$ cat src/rtl/disp_feeder_if.sv
// disp_feeder_if
// Bundles the value handshake, prompt commands and display-side outputs of
// disp_feeder.
//   slave  : the feeder's own view (value/command inputs, display outputs)
//   master : the driving side (calculator core plus display)
// Signals:
//   value_in[8:0]  signed result        dot_in[1:0]  decimal-point position
//   ovf_in         overflow/error flag  value_valid  value_in/dot_in/ovf_in valid
//   value_ready    value accepted       cmd_op       show "OP" prompt
//   cmd_val        show "VAL" prompt    msg[1:0]     00 num, 01 OP, 10 VAL, 11 ERR
//   bin[7:0]       magnitude            sgn          minus sign
//   dot[1:0]       decimal point        wr_enable    one-cycle write strobe
//   led0_sel       display select, asserted together with wr_enable
interface disp_feeder_if;
  logic [8:0] value_in;
  logic [1:0] dot_in;
  logic       ovf_in;
  logic       value_valid;
  logic       value_ready;
  logic       cmd_op;
  logic       cmd_val;
  logic [1:0] msg;
  logic [7:0] bin;
  logic       sgn;
  logic [1:0] dot;
  logic       wr_enable;
  logic       led0_sel;

  modport slave (
    input  value_in, dot_in, ovf_in, value_valid, cmd_op, cmd_val,
    output value_ready, msg, bin, sgn, dot, wr_enable, led0_sel
  );

  modport master (
    output value_in, dot_in, ovf_in, value_valid, cmd_op, cmd_val,
    input  value_ready, msg, bin, sgn, dot, wr_enable, led0_sel
  );
endinterface

$ cat src/rtl/disp_feeder.sv
// disp_feeder
// Turns calculator results and prompt commands into display updates. A valid
// number produces a single write strobe and a one-cycle load phase; an
// overflow (or -256, which has no 8-bit magnitude) shows ERR for ERR_HOLD
// cycles and then falls back to the OP prompt.
// Ports:
//   clk  system clock, rising edge
//   rst  synchronous active-high reset
//   bus  disp_feeder_if.slave (value handshake, commands, display outputs)
//
// state  | meaning
// S_OP   | "OP" prompt shown, accepting values
// S_VAL  | "VAL" prompt shown, accepting values
// S_LOAD | write strobe cycle after a number transfer, not accepting
// S_NUM  | number shown, accepting values
// S_ERR  | ERR shown, hold counter running, not accepting
module disp_feeder #(
  parameter int unsigned ERR_HOLD = 50000000
) (
  input logic         clk,
  input logic         rst,
  disp_feeder_if.slave bus
);

  localparam logic [2:0] S_OP   = 3'd0;
  localparam logic [2:0] S_VAL  = 3'd1;
  localparam logic [2:0] S_LOAD = 3'd2;
  localparam logic [2:0] S_NUM  = 3'd3;
  localparam logic [2:0] S_ERR  = 3'd4;

  localparam logic [31:0] HOLD_LAST = 32'(ERR_HOLD - 1);

  logic [2:0]  state;
  logic [31:0] hold_cnt;
  logic        rdy_q;
  logic        transfer;
  logic        is_err;
  logic [7:0]  mag;

  // rdy_q tracks "next state accepts values"; gating with rst keeps ready
  // low during reset and lets it rise in the first cycle after release.
  assign bus.value_ready = rdy_q & ~rst;
  assign transfer        = bus.value_valid & bus.value_ready;
  assign is_err          = bus.ovf_in | (bus.value_in == 9'h100);
  // Negation at 9 bits; -256 is routed to ERR so 8 bits always suffice here.
  assign mag = bus.value_in[8] ? 8'(9'd0 - bus.value_in) : bus.value_in[7:0];

  always_ff @(posedge clk) begin
    if (rst) begin
      state         <= S_OP;
      rdy_q         <= 1'b1;
      hold_cnt      <= '0;
      bus.msg       <= 2'b01;
      bus.bin       <= '0;
      bus.sgn       <= 1'b0;
      bus.dot       <= 2'b00;
      bus.wr_enable <= 1'b0;
      bus.led0_sel  <= 1'b0;
    end else begin
      bus.wr_enable <= 1'b0;
      bus.led0_sel  <= 1'b0;
      case (state)
        S_OP, S_VAL, S_NUM: begin
          if (transfer) begin
            rdy_q <= 1'b0;
            if (is_err) begin
              state    <= S_ERR;
              hold_cnt <= '0;
              bus.msg  <= 2'b11;
              bus.sgn  <= 1'b0;
              bus.dot  <= 2'b00;
            end else begin
              state         <= S_LOAD;
              bus.msg       <= 2'b00;
              bus.bin       <= mag;
              bus.sgn       <= bus.value_in[8];
              bus.dot       <= bus.dot_in;
              bus.wr_enable <= 1'b1;
              bus.led0_sel  <= 1'b1;
            end
          end else if (bus.cmd_op) begin
            state   <= S_OP;
            bus.msg <= 2'b01;
            bus.dot <= 2'b00;
          end else if (bus.cmd_val) begin
            state   <= S_VAL;
            bus.msg <= 2'b10;
            bus.dot <= 2'b00;
          end
        end
        S_LOAD: begin
          state <= S_NUM;
          rdy_q <= 1'b1;
        end
        S_ERR: begin
          if (bus.cmd_op || hold_cnt == HOLD_LAST) begin
            state   <= S_OP;
            rdy_q   <= 1'b1;
            bus.msg <= 2'b01;
          end else begin
            hold_cnt <= hold_cnt + 32'd1;
          end
        end
        default: begin
          state   <= S_OP;
          rdy_q   <= 1'b1;
          bus.msg <= 2'b01;
        end
      endcase
    end
  end

endmodule

$ cat src/flat_wrapper.sv
// flat-port wrapper written by rule: the top's interface ports become plain ports
module disp_feeder_flat 
#(
  parameter int unsigned ERR_HOLD = 50000000
)
  (clk, rst, bus_value_in, bus_dot_in, bus_ovf_in, bus_value_valid, bus_cmd_op, bus_cmd_val, bus_value_ready, bus_msg, bus_bin, bus_sgn, bus_dot, bus_wr_enable, bus_led0_sel);
  disp_feeder_if bus_i ();
  input logic clk;
  input logic rst;
  input wire logic [$bits(bus_i.value_in)-1:0] bus_value_in;
  input wire logic [$bits(bus_i.dot_in)-1:0] bus_dot_in;
  input wire logic [$bits(bus_i.ovf_in)-1:0] bus_ovf_in;
  input wire logic [$bits(bus_i.value_valid)-1:0] bus_value_valid;
  input wire logic [$bits(bus_i.cmd_op)-1:0] bus_cmd_op;
  input wire logic [$bits(bus_i.cmd_val)-1:0] bus_cmd_val;
  output wire logic [$bits(bus_i.value_ready)-1:0] bus_value_ready;
  output wire logic [$bits(bus_i.msg)-1:0] bus_msg;
  output wire logic [$bits(bus_i.bin)-1:0] bus_bin;
  output wire logic [$bits(bus_i.sgn)-1:0] bus_sgn;
  output wire logic [$bits(bus_i.dot)-1:0] bus_dot;
  output wire logic [$bits(bus_i.wr_enable)-1:0] bus_wr_enable;
  output wire logic [$bits(bus_i.led0_sel)-1:0] bus_led0_sel;
  assign bus_i.value_in = bus_value_in;
  assign bus_i.dot_in = bus_dot_in;
  assign bus_i.ovf_in = bus_ovf_in;
  assign bus_i.value_valid = bus_value_valid;
  assign bus_i.cmd_op = bus_cmd_op;
  assign bus_i.cmd_val = bus_cmd_val;
  assign bus_value_ready = bus_i.value_ready;
  assign bus_msg = bus_i.msg;
  assign bus_bin = bus_i.bin;
  assign bus_sgn = bus_i.sgn;
  assign bus_dot = bus_i.dot;
  assign bus_wr_enable = bus_i.wr_enable;
  assign bus_led0_sel = bus_i.led0_sel;
  disp_feeder #(.ERR_HOLD(ERR_HOLD)) u_core (.clk(clk), .rst(rst), .bus(bus_i));
endmodule
$ cat config.mk
export PLATFORM = sky130hd
export DESIGN_NAME = disp_feeder_flat
export DESIGN_NICKNAME = d
export VERILOG_FILES = /design/src/rtl/disp_feeder_if.sv /design/src/rtl/disp_feeder.sv /design/src/flat_wrapper.sv
export SDC_FILE = /design/constraint.sdc
export NUM_CORES = 1
export LEC_CHECK = 0
export CAP_MARGIN = 30
export CORE_ASPECT_RATIO = 2
export CORE_UTILIZATION = 55
export DETAILED_ROUTE_END_ITERATION = 10
export PLACE_DENSITY = 0.84
export SETUP_SLACK_MARGIN = 0.5
export SLEW_MARGIN = 10
export SYNTH_ARGS = -nofsm -noshare
export SYNTH_HDL_FRONTEND = slang
export SYNTH_SLANG_ARGS = --single-unit
$ cat constraint.sdc
create_clock -name clk -period 2.45 [get_ports clk]
set_input_delay 0.245 -clock clk [delete_from_list [all_inputs] [get_ports clk]]
set_output_delay 0.245 -clock clk [all_outputs]
set_load 0.01 [all_outputs]
==> results.md <==
- Sequential share of power: 48.5%
- Placed Instances: 418
- Design Area, Final: 3870 um^2
- Crit start category: register
- Root Driver: clkbuf_8
- I/O Buffers: 32
- Worst r2r path cells: 10
- Synth Area in Compound Gates: 22.3%
- Max VDD drop: 0.394 mV
- GR Util met3: 4.37%
- Core Area: 4640 um^2
- Critical Path AT: 2.32 ns
- CTS tree: done
- Fin Setup TNS: 0 ns
- All-Layer GR Usage: 32.2%
- CTS clk-pin slew, worst paths: 0.10 ns
- Syn Inst Count: 325
- Critical Path Fanout Max: 6
- H-tree Lvls: 2
- Hold buffers post-CTS: 0
- Clock skew: 0.00839 ns
- Cell Area, Synth: 2680 um^2
- Multiplexer share of the synthesized area: 1.17%
- Slew @ Worst Pin: 0.605 ns
- Xor and xnor area share after synthesis: 2.61%
- Antenna Cells: 0
- FFs w/ async S/R, synth: 0%
- GPL Wtd Cong: 0.965
- Clock tree buffer depth: 2
- Register bit total from synthesis: 50
- TritonCTS Buffers: 5
- Routing usage on met1: 30.5%
- Final setup viols: 0
- DRC viols: 0
- Die Width: 51.4 um
- Worst-Skew Late Latency: 0.32 ns
- Worst R2R End: u_core.hold_cnt[3]
- Final Hold Fails: 0
- Yosys warning total: 0
- Hold endpoint: u_core.bus.bin[0]
- Fin crit share: 85.7%
- Layout Nets: 422
- Netlist cell types: 61
- Top cell type's share of synthesized area: 37.3%
- Met2 GRT Util: 58.0%
- Worst hold stages: 3
- Fmax: 476 MHz
- Die area: 5180 um^2
- Static leakage power: 1.53 nW
- GR Overflow Total: 0
- Largest family of logic cells by synthesized area: simple AND/OR/NAND/NOR gates
- Register Area: 1040 um^2
- P_sw: 0.465 mW
- Area delta synth->final: 44.1%
- Logic pwr share: 16.8%
- WS Path Type: reg -> reg
- Hpwl dp: 5.42 mm
- Hold path start: bus_value_in[0]
- Pwr dens: 448 nW/um^2
- Critical path required time: 2.67 ns
- Via/cell ratio: 6.85
- Syn nets: 344
- Layout Cells excl Fill: 459
- Result of the run: finished, final reports clean
- Int Pwr: 1.27 mW
- Initial drt markers: 198
- RSZ-0062 raised after global routing: yes
- DRT Pass-1 Iters: 5
- First-pass GRT wire length: 12.6 mm
- Worst hold slack: 0.275 ns
- Worst stage delay on the critical path: 0.37 ns
- Clock sink count: 50
- Yosys top cell by area: dfxtp_1
- FP Rows: 35
- Vias in the first global route: 2845
- Synth Area per Inst: 8.26 um^2
- Initial cell density of the core: 57.8%
- Top post-synthesis cells by area: dfxtp_1, nor2_1, o21ai_0
- Slowest CP cell: dfxtp_4
- Design Power: 1.73 mW
- RR Startpoint: u_core.hold_cnt[0]
- Ratio of cells with drive above 1 in the final layout: 31.7%
- Clock power share: 34.7%
- Detailed Route WL: 10.1 mm
- Slew Viols, Final: 0
- Via count: 3144
- Post-route ant nets: 0
- Post-synthesis simple-gate area fraction: 31.5%
- Number of max-cap violations: 0
- Die Span Y: 101 um
- Pin count of the biggest net entering global routing: 31
- Busiest grt layer: met2
- Register-to-register setup slack: 0.35 ns
- Post-DR wirelength/cell: 21.9 um
- Crit path cell chain: ha_4 -> nand4_1 -> buf_6 -> o21ai_4 -> o21ai_2 -> buf_6 -> nor3_4 -> buf_6 -> o21ai_0 -> o31ai_1
- Slew headroom: 59.3%
- Initial antenna violation count: 0
- Top_reg_cell synth: dfxtp_1
- Post-DP Area: 3170 um^2
- Post-Synth Adder-Cell Area: 0.932%
- Tmin final: 2.10 ns
- Post-synthesis sequential area ratio: 37.3%
- I/O pin count: 33
- Hold Crit Class: in -> reg
- Crit. End Element: register
- Sw frac: 26.8%
- FILL cells: 245
- Multi-input logic area: 1830 um^2
- Post-synth EDFFs: 0
- Most used cell, CP: buf_6
==> routing by layer <==
layer,wire [um],up-vias
met3,759,76
li1,-,1365
met2,5310,225
met4,718,0
met1,3290,1478
met5,0,-
==> what timing repair did <==
action,CTS,global route
pin swaps,11,27
resized for setup,22,78
setup buffers,11,20
cloned,0,2
setup endpoints to repair,34,39
==> kinds of logic (layout without fill, tap and decap cells) <==
family	count (synthesis)	after routing
simple gates	145	145
compound gates	92	92
flops	50	50
buf+inv	25	104
xor+xnor	8	8
mux	3	3
fa+ha+maj	2	2
==> sequential cells by signal, indices dropped and copies added, names as in the netlist <==
| name | cells |
|---|---|
| u_core.hold_cnt | 32 |
| u_core.bus.dot | 2 |
| u_core.rdy_q | 1 |
| u_core.bus.led0_sel | 1 |
| u_core.bus.bin | 8 |
| u_core.bus.sgn | 1 |
| u_core.bus.msg | 2 |
| u_core.state | 3 |
==> power by group through the flow <==
stage | Combinational (mW) | Sequential [mW] | Clock, mW
global placement | 0.226 | 0.863 | 0
detailed placement | 0.230 | 0.863 | 0
finish | 0.292 | 0.840 | 0.602
global route | 0.309 | 0.842 | 0.626
floorplan | 0.117 | 0.867 | 0
CTS | 0.242 | 0.845 | 0.586
==> Yosys cell counts (all sizes together), types with 4 or more instances <==
master	n
dfxtp	50
nor2	41
o21ai	29
a21oi	22
nand2	20
nand4	13
inv	10
nand3	10
nor4	9
buf	8
nor2b	8
nor3	8
a211oi	7
clkbuf	7
o31ai	7
or3	7
xor2	6
a41oi	5
and2	5
nand2b	5
a31oi	4
and4	4
==> stage by stage <==
stage | setup WS, ns | utilization [%]
5_1_grt | 0.197 | 83.3
6_report | 0.349 | 83.3
4_1_cts | 0.485 | 74.4
2_1_floorplan | 0.529 | -
3_3_place_gp | 0.133 | 68.3
3_5_place_dp | 0.0637 | 68.3
==> worst max-delay path: cells and delay by family, from the launching register on <==
family | cells | cell delay, ns
buffers and inverters | 3 | 0.51
AO/OA/AOI/OAI | 4 | 0.50
AND/OR/NAND/NOR | 2 | 0.47
flip-flops | 1 | 0.37
adder cells (fa/ha/maj) | 1 | 0.14
==> cell type report <==
type	count	share of cell area (%)
Tap cell	55	1.78
Clock buffer	5	1.78
Clock inverter	3	1.04
Inverter	10	0.971
Sequential cell	50	27.0
Timing Repair Buffer	86	20.3
Multi-Input combinational cell	250	47.2
==> placed cells by master (no fill, tap or decap), types with 12 or more instances in the layout <==
cell type / synthesis / final
a21oi_1: 22 / 19
buf_4: 1 / 44
clkdlybuf4s50_1: 0 / 24
dfxtp_1: 50 / 30
dfxtp_2: 0 / 13
nand2_1: 19 / 18
nand4_1: 12 / 12
nor2_1: 40 / 40
o21ai_0: 23 / 12
o21ai_1: 4 / 14
==> worst max path at each step <==
stage | cells after the start | slack [ns] | startpoint | end
after floorplan | 8 | 0.53 | u_core.hold_cnt[1] | u_core.hold_cnt[21]
after CTS | 7 | 0.49 | u_core.hold_cnt[1] | u_core.hold_cnt[30]
after detailed placement | 10 | 0.06 | bus_value_in[0] | u_core.hold_cnt[6]
after global placement | 11 | 0.13 | bus_value_in[0] | u_core.hold_cnt[23]
final | 10 | 0.35 | u_core.hold_cnt[0] | u_core.hold_cnt[3]
after global routing | 10 | 0.20 | u_core.hold_cnt[1] | u_core.hold_cnt[26]
Note: power is estimated with default switching activity, not from simulation.
